$ cat src/rtl/fft_bfly_tw_unit_if.sv
// Butterfly operand/result bundle: sum and difference paths,
// each with its own valid strobe.
interface fft_bfly_tw_unit_if #(
    parameter int DATA_W = 16,
    parameter int IDX_W  = 8
);
    logic [2*DATA_W-1:0] add_a;
    logic [2*DATA_W-1:0] add_b;
    logic                add_vld;
    logic [2*DATA_W-1:0] sub_a;
    logic [2*DATA_W-1:0] sub_b;
    logic                sub_vld;
    logic [IDX_W-1:0]    tw_idx;
    logic [2*DATA_W-1:0] add_out;
    logic                add_out_vld;
    logic [2*DATA_W-1:0] mult_out;
    logic                mult_out_vld;

    modport master (
        output add_a, add_b, add_vld,
        output sub_a, sub_b, sub_vld, tw_idx,
        input  add_out, add_out_vld,
        input  mult_out, mult_out_vld
    );

    modport slave (
        input  add_a, add_b, add_vld,
        input  sub_a, sub_b, sub_vld, tw_idx,
        output add_out, add_out_vld,
        output mult_out, mult_out_vld
    );
endinterface

$ cat src/rtl/fft_bfly_tw_unit.sv
// Radix-2 DIF butterfly: saturated sum (1 cycle) and
// (a-b)*W^k with built-in twiddle ROM (3 cycles).
module fft_bfly_tw_unit #(
    parameter int DATA_W  = 16,
    parameter int TW_W    = 16,
    parameter int TW_FRAC = 14,
    parameter int N_FFT   = 512,
    parameter int IDX_W   = 8
) (
    input  logic               clk,
    input  logic               rst_n,
    fft_bfly_tw_unit_if.slave  bus
);
    localparam int  DEPTH = N_FFT / 2;
    localparam int  DW1   = DATA_W + 1;
    localparam int  PW    = DATA_W + TW_W + 1;
    localparam int  RW    = PW + 2;
    localparam int  SW    = RW + 1;
    localparam real PI    = 3.14159265358979323846;
    localparam real SCALE = 1.0 * (1 << TW_FRAC);
    localparam int  TW_MAX = (1 << (TW_W - 1)) - 1;
    localparam int  TW_MIN = -(1 << (TW_W - 1));

    localparam logic signed [SW-1:0] SMAX = SW'((1 << (DATA_W - 1)) - 1);
    localparam logic signed [SW-1:0] SMIN = SW'(-(1 << (DATA_W - 1)));
    localparam logic signed [RW-1:0] RND  = RW'(1 << (TW_FRAC - 1));

    // Quantise a unit-circle component to TW_FRAC fraction bits.
    function automatic int q_tw(input real x);
        real y;
        int  r;
        y = x * SCALE;
        r = (y >= 0.0) ? $rtoi(y + 0.5) : -$rtoi(0.5 - y);
        if (r > TW_MAX) r = TW_MAX;
        if (r < TW_MIN) r = TW_MIN;
        return r;
    endfunction

    function automatic logic [DATA_W-1:0] sat(input logic signed [SW-1:0] x);
        if (x > SMAX) return SMAX[DATA_W-1:0];
        if (x < SMIN) return SMIN[DATA_W-1:0];
        return x[DATA_W-1:0];
    endfunction

    // Twiddle table W^k = exp(-j*2*pi*k/N), fixed at elaboration.
    logic signed [TW_W-1:0] rom_wr [DEPTH];
    logic signed [TW_W-1:0] rom_wi [DEPTH];

    for (genvar k = 0; k < DEPTH; k++) begin : g_rom
        localparam int WR = q_tw($cos(2.0 * PI * k / N_FFT));
        localparam int WI = q_tw(-$sin(2.0 * PI * k / N_FFT));
        assign rom_wr[k] = WR[TW_W-1:0];
        assign rom_wi[k] = WI[TW_W-1:0];
    end

    // ---------------- sum path ----------------
    logic signed [DATA_W-1:0] aa_r, aa_i, ab_r, ab_i;
    logic signed [DW1-1:0]    sum_r, sum_i;
    logic [2*DATA_W-1:0]      add_out_d, add_out_q;
    logic                     add_vld_q;

    assign aa_r  = bus.add_a[2*DATA_W-1:DATA_W];
    assign aa_i  = bus.add_a[DATA_W-1:0];
    assign ab_r  = bus.add_b[2*DATA_W-1:DATA_W];
    assign ab_i  = bus.add_b[DATA_W-1:0];
    assign sum_r = DW1'(aa_r) + DW1'(ab_r);
    assign sum_i = DW1'(aa_i) + DW1'(ab_i);
    assign add_out_d = {sat(SW'(sum_r)), sat(SW'(sum_i))};

    // Sum register; idle cycles present zero.
    always_ff @(posedge clk or negedge rst_n) begin
        if (!rst_n) begin
            add_vld_q <= 1'b0;
            add_out_q <= '0;
        end else begin
            add_vld_q <= bus.add_vld;
            add_out_q <= bus.add_vld ? add_out_d : '0;
        end
    end

    // ---------------- difference path ----------------
    logic signed [DATA_W-1:0] sa_r, sa_i, sb_r, sb_i;
    logic signed [DW1-1:0]    d_r_d, d_i_d;
    logic signed [DW1-1:0]    d_r_q, d_i_q;
    logic signed [TW_W-1:0]   wr_q, wi_q;
    logic                     v1_q;

    assign sa_r  = bus.sub_a[2*DATA_W-1:DATA_W];
    assign sa_i  = bus.sub_a[DATA_W-1:0];
    assign sb_r  = bus.sub_b[2*DATA_W-1:DATA_W];
    assign sb_i  = bus.sub_b[DATA_W-1:0];
    assign d_r_d = DW1'(sa_r) - DW1'(sb_r);
    assign d_i_d = DW1'(sa_i) - DW1'(sb_i);

    // Stage 1: difference and twiddle lookup.
    always_ff @(posedge clk or negedge rst_n) begin
        if (!rst_n) begin
            v1_q  <= 1'b0;
            d_r_q <= '0;
            d_i_q <= '0;
            wr_q  <= '0;
            wi_q  <= '0;
        end else begin
            v1_q <= bus.sub_vld;
            if (bus.sub_vld) begin
                d_r_q <= d_r_d;
                d_i_q <= d_i_d;
                wr_q  <= rom_wr[bus.tw_idx];
                wi_q  <= rom_wi[bus.tw_idx];
            end
        end
    end

    logic signed [PW-1:0] p_rr_q, p_ii_q, p_ri_q, p_ir_q;
    logic                 v2_q;

    // Stage 2: the four partial products.
    always_ff @(posedge clk or negedge rst_n) begin
        if (!rst_n) begin
            v2_q   <= 1'b0;
            p_rr_q <= '0;
            p_ii_q <= '0;
            p_ri_q <= '0;
            p_ir_q <= '0;
        end else begin
            v2_q <= v1_q;
            if (v1_q) begin
                p_rr_q <= PW'(d_r_q) * PW'(wr_q);
                p_ii_q <= PW'(d_i_q) * PW'(wi_q);
                p_ri_q <= PW'(d_r_q) * PW'(wi_q);
                p_ir_q <= PW'(d_i_q) * PW'(wr_q);
            end
        end
    end

    logic signed [RW-1:0] re_w, im_w, re_s, im_s;
    logic [2*DATA_W-1:0]  mult_out_d, mult_out_q;
    logic                 v3_q;

    assign re_w = RW'(p_rr_q) - RW'(p_ii_q);
    assign im_w = RW'(p_ri_q) + RW'(p_ir_q);
    assign re_s = (re_w + RND) >>> TW_FRAC;
    assign im_s = (im_w + RND) >>> TW_FRAC;
    assign mult_out_d = {sat(SW'(re_s)), sat(SW'(im_s))};

    // Stage 3: round, saturate, register; idle cycles present zero.
    always_ff @(posedge clk or negedge rst_n) begin
        if (!rst_n) begin
            v3_q       <= 1'b0;
            mult_out_q <= '0;
        end else begin
            v3_q       <= v2_q;
            mult_out_q <= v2_q ? mult_out_d : '0;
        end
    end

    assign bus.add_out      = add_out_q;
    assign bus.add_out_vld  = add_vld_q;
    assign bus.mult_out     = mult_out_q;
    assign bus.mult_out_vld = v3_q;
endmodule

$ cat src/flat_wrapper.sv
// flat-port wrapper written by rule: the top's interface ports become plain ports
module fft_bfly_tw_unit_flat 
#(
    parameter int DATA_W  = 16,
    parameter int TW_W    = 16,
    parameter int TW_FRAC = 14,
    parameter int N_FFT   = 512,
    parameter int IDX_W   = 8
)
  (clk, rst_n, bus_add_a, bus_add_b, bus_add_vld, bus_sub_a, bus_sub_b, bus_sub_vld, bus_tw_idx, bus_add_out, bus_add_out_vld, bus_mult_out, bus_mult_out_vld);
  fft_bfly_tw_unit_if #(.DATA_W(DATA_W), .IDX_W(IDX_W)) bus_i ();
  input  logic clk;
  input  logic rst_n;
  input wire logic [$bits(bus_i.add_a)-1:0] bus_add_a;
  input wire logic [$bits(bus_i.add_b)-1:0] bus_add_b;
  input wire logic [$bits(bus_i.add_vld)-1:0] bus_add_vld;
  input wire logic [$bits(bus_i.sub_a)-1:0] bus_sub_a;
  input wire logic [$bits(bus_i.sub_b)-1:0] bus_sub_b;
  input wire logic [$bits(bus_i.sub_vld)-1:0] bus_sub_vld;
  input wire logic [$bits(bus_i.tw_idx)-1:0] bus_tw_idx;
  output wire logic [$bits(bus_i.add_out)-1:0] bus_add_out;
  output wire logic [$bits(bus_i.add_out_vld)-1:0] bus_add_out_vld;
  output wire logic [$bits(bus_i.mult_out)-1:0] bus_mult_out;
  output wire logic [$bits(bus_i.mult_out_vld)-1:0] bus_mult_out_vld;
  assign bus_i.add_a = bus_add_a;
  assign bus_i.add_b = bus_add_b;
  assign bus_i.add_vld = bus_add_vld;
  assign bus_i.sub_a = bus_sub_a;
  assign bus_i.sub_b = bus_sub_b;
  assign bus_i.sub_vld = bus_sub_vld;
  assign bus_i.tw_idx = bus_tw_idx;
  assign bus_add_out = bus_i.add_out;
  assign bus_add_out_vld = bus_i.add_out_vld;
  assign bus_mult_out = bus_i.mult_out;
  assign bus_mult_out_vld = bus_i.mult_out_vld;
  fft_bfly_tw_unit #(.DATA_W(DATA_W), .TW_W(TW_W), .TW_FRAC(TW_FRAC), .N_FFT(N_FFT), .IDX_W(IDX_W)) u_core (.clk(clk), .rst_n(rst_n), .bus(bus_i));
endmodule
$ cat config.mk
export PLATFORM = sky130hd
export DESIGN_NAME = fft_bfly_tw_unit_flat
export DESIGN_NICKNAME = d
export VERILOG_FILES = /design/src/rtl/fft_bfly_tw_unit_if.sv /design/src/rtl/fft_bfly_tw_unit.sv /design/src/flat_wrapper.sv
export SDC_FILE = /design/constraint.sdc
export NUM_CORES = 2
export LEC_CHECK = 0
export CAP_MARGIN = 30
export CORE_ASPECT_RATIO = 1.2
export CORE_MARGIN = 5
export CORE_UTILIZATION = 45
export DETAILED_ROUTE_END_ITERATION = 6
export SETUP_SLACK_MARGIN = 0.02
export SLEW_MARGIN = 25
export SYNTH_ARGS = -nofsm -noshare
export SYNTH_HDL_FRONTEND = slang
export SYNTH_SLANG_ARGS = --single-unit
$ cat constraint.sdc
create_clock -name clk -period 6.62 [get_ports clk]
set_input_delay 1.655 -clock clk [delete_from_list [all_inputs] [get_ports clk]]
set_output_delay 1.655 -clock clk [all_outputs]
set_load 0.005 [all_outputs]
==> flow_metrics.py <==
metrics = {
    "sta": {
        "finalMaxSlewViolations": 0,
        "hold_violations": 0,
        "max_freq_mhz": 154,
        "worstMarginPinSlew_ns": 0.978,
        "finClkSkew_ns": 0.0341,
        "final.period_utilization": 0.981,
        "slew_headroom": 0.346,
        "fin_crit_ns": 6.50,
        "rsz0062_at_grt": "true",
        "setup_violations": 0,
    },
    "route": {
        "postRouteAntennaNets": 0,
        "vias_per_cell": 5.42,
        "drt-pass1-iter-count": 6,
        "drcViolationCount": 0,
        "vias": 50800,
        "wl_per_cell_um": 22.0,
        "wirelength_um": 206000,
        "initialDrtViolationCount": 3425,
    },
    "logic_synthesis": {
        "synth.avg_cell_area_um2": 8.77,
        "ys_seq_area_frac": 0.107,
        "synthCells": 7083,
        "yosys_warnings": 0,
        "synth_nets": 8879,
        "yosysMostFrequentCell": "inv_1",
        "yosys-top-cells-count": "inv_1 (1387), fa_1 (1110), nand2_1 (765), ha_1 (546), and2_1 (513)",
        "yosysUniqueCellTypes": 93,
        "synth_seq_cells": 265,
        "yosys-top-cells-area": "fa_1 (36%), ha_1 (11%), dfrtp_1 (11%), inv_1 (8.4%), and2_1 (5.2%)",
        "ys.flop_type": "dfrtp_1",
        "yosysTopAreaCell": "fa_1",
        "synth_area_mm2": 0.0621,
        "synth_edf_count": 0,
        "synth-async-reset-ratio": 1.00,
        "synth_top_area_share": 0.358,
    },
    "cells_and_area": {
        "final_area_mm2": 0.0720,
        "area.growth.synth_to_final_pct": 15.8,
        "drive_above_1_share": 0.121,
        "nets": 9325,
        "fillCellCount": 12800,
        "n_antenna_cell": 0,
    },
    "run_status": {
        "status": "finished clean",
    },
    "global_routing": {
        "grt_start_max_net_pins": 127,
        "grt_usage": 0.283,
        "gr-total-overflow": 0,
        "grt_pass1_vias": 54000,
        "grt_util_met1": 0.354,
        "grt_pass1_wl_um": 318000,
        "grt_use_met2": 0.486,
        "globalRouteMet3Util": 0.0385,
        "antenna_found_initial": 10,
        "top_usage_layer": "met2",
    },
    "clock_network": {
        "cts_buffers": 36,
        "path_clk_slew_ns": 0.06,
        "tritoncts": "yes",
        "clock_latency_ns": 0.62,
        "clockRootBuffer": "clkbuf_16",
        "h-tree-depth": 2,
        "cts_sinks": 265,
        "cts_buffer_depth": 3,
    },
    "place": {
        "dp_hpwl_um": 167000,
        "portBuffers": 205,
        "placed_area_mm2": 0.0696,
        "gp_congestion": 0.969,
    },
    "setup_path": {
        "cp_common_cell": "fa_1",
        "crit_path_end_kind": "flop",
        "worst_ep_required_time_ns": 7.07,
        "crit_buf_inv": 7,
        "cp_slowest_cell": "fa_1",
        "crit_arrival_ns": 6.94,
        "start_kind": "flop",
        "critical_path_class": "flop to flop",
        "max_stage_delay_ns": 0.54,
        "crit_family": "adder cells",
        "crit_fanout": 10,
    },
    "die": {
        "die_x_um": 349,
        "row_count": 149,
        "io-pin-count": 206,
        "start_util": 0.452,
        "die-area_mm2": 0.146,
        "die_h_um": 417,
        "design.core.area_mm2": 0.137,
    },
    "job": {
        "maxCapViolCount": 0,
    },
    "worst_hold_path": {
        "hp-class": "flop to flop",
    },
}
[placed cells by master, fill, tap and decap left out, drive strengths merged, types with 66 or more instances in the layout]
| cell | count |
|---|---|
| xnor2 | 158 |
| nand3 | 85 |
| buf | 575 |
| nor3 | 66 |
| nor2 | 338 |
| clkdlybuf4s50 | 197 |
| fa | 1110 |
| a21oi | 351 |
| o21ai | 271 |
| ha | 546 |
| and2 | 513 |
| inv | 1391 |
| mux2 | 94 |
| dfrtp | 265 |
| nand2 | 765 |
| a21o | 72 |
[logic make-up after synthesis]
logic type | count (synthesis) | synth area share
and+or+nand+nor | 1958 | 0.151
buffers and inverters | 1760 | 0.107
adders and majority gates | 1656 | 0.468
AOI/OAI and AO/OA | 1101 | 0.113
DFF | 265 | 0.107
xor gates and xnor gates | 216 | 0.0306
muxes | 127 | 0.0248
[per-layer routing]
layer | wire [um] | vias to the layer above
met3 | 12100 | 442
met5 | 23 | -
met4 | 12900 | 4
li1 | - | 23100
met1 | 81900 | 25700
met2 | 99200 | 1622
[worst paths after layout]
path,start,end,cells after the start,slack (ns)
hold / removal,u_core.p_ri_q[26],u_core.p_ri_q[26],2,0.49
min in group asynchronous,rst_n,u_core.bus.mult_out[15],1,1.08
setup / recovery,u_core.d_i_q[10],u_core.p_ii_q[29],26,0.12
hold reg to reg,u_core.p_ri_q[26],u_core.p_ri_q[26],2,0.49
setup reg to reg,u_core.d_i_q[10],u_core.p_ii_q[29],26,0.12
max in group asynchronous,rst_n,u_core.d_i_q[9],2,4.07
[through the flow]
step,TNS [ns],util,setup slack [ns],cells,hold WS (ns)
final,0,0.524,0.124,9363,0.495
after global routing,-0.209,0.524,-0.0949,9363,0.523
after CTS,0,0.516,0.0289,9317,0.496
after detailed placement,-0.616,0.507,-0.221,9257,0.483
after global placement,-0.332,0.507,-0.125,9257,0.471
after floorplan,0,-,0.224,7083,0.352
[layout make-up]
| type | count | area, um^2 | area share |
|---|---|---|---|
| flip-flops and latches | 265 | 6680 | 0.0928 |
| multi-input cells | 5058 | 49200 | 0.684 |
| clock buffers | 44 | 961 | 0.0134 |
| repair buffers | 780 | 7360 | 0.102 |
| clock inverters | 16 | 251 | 0.00350 |
| well taps | 1812 | 2270 | 0.0315 |
| inverters | 1388 | 5210 | 0.0724 |
[tightest hold or removal path: cells and delay by family (launching register included)]
| family | cells | cell delay (ns) |
|---|---|---|
| simple gates | 1 | 0.06 |
| flops | 1 | 0.35 |
| compound gates | 1 | 0.06 |
[flip-flops by register name (all words and copies together) (netlist names)]
name,count
u_core.d_i_q,17
u_core.d_r_q,17
u_core.bus.add_out,32
u_core.v2_q,1
u_core.p_ii_q,33
u_core.bus.add_out_vld,1
u_core.wi_q,15
u_core.p_ir_q,33
u_core.bus.mult_out,32
u_core.bus.mult_out_vld,1
u_core.p_rr_q,33
u_core.wr_q,16
u_core.v1_q,1
u_core.p_ri_q,33
[repair_timing]
action                                  CTS  global route
gates cloned                              0             7
resized for setup                        18           147
hold buffers                              0             0
setup buffers                             0            38
endpoints found under the setup margin   10            30
pin swaps                                 0            39
Power is left out: the tool's default activity adds up to more than one toggle a clock period on the data nets, which glitch-free logic cannot reach.
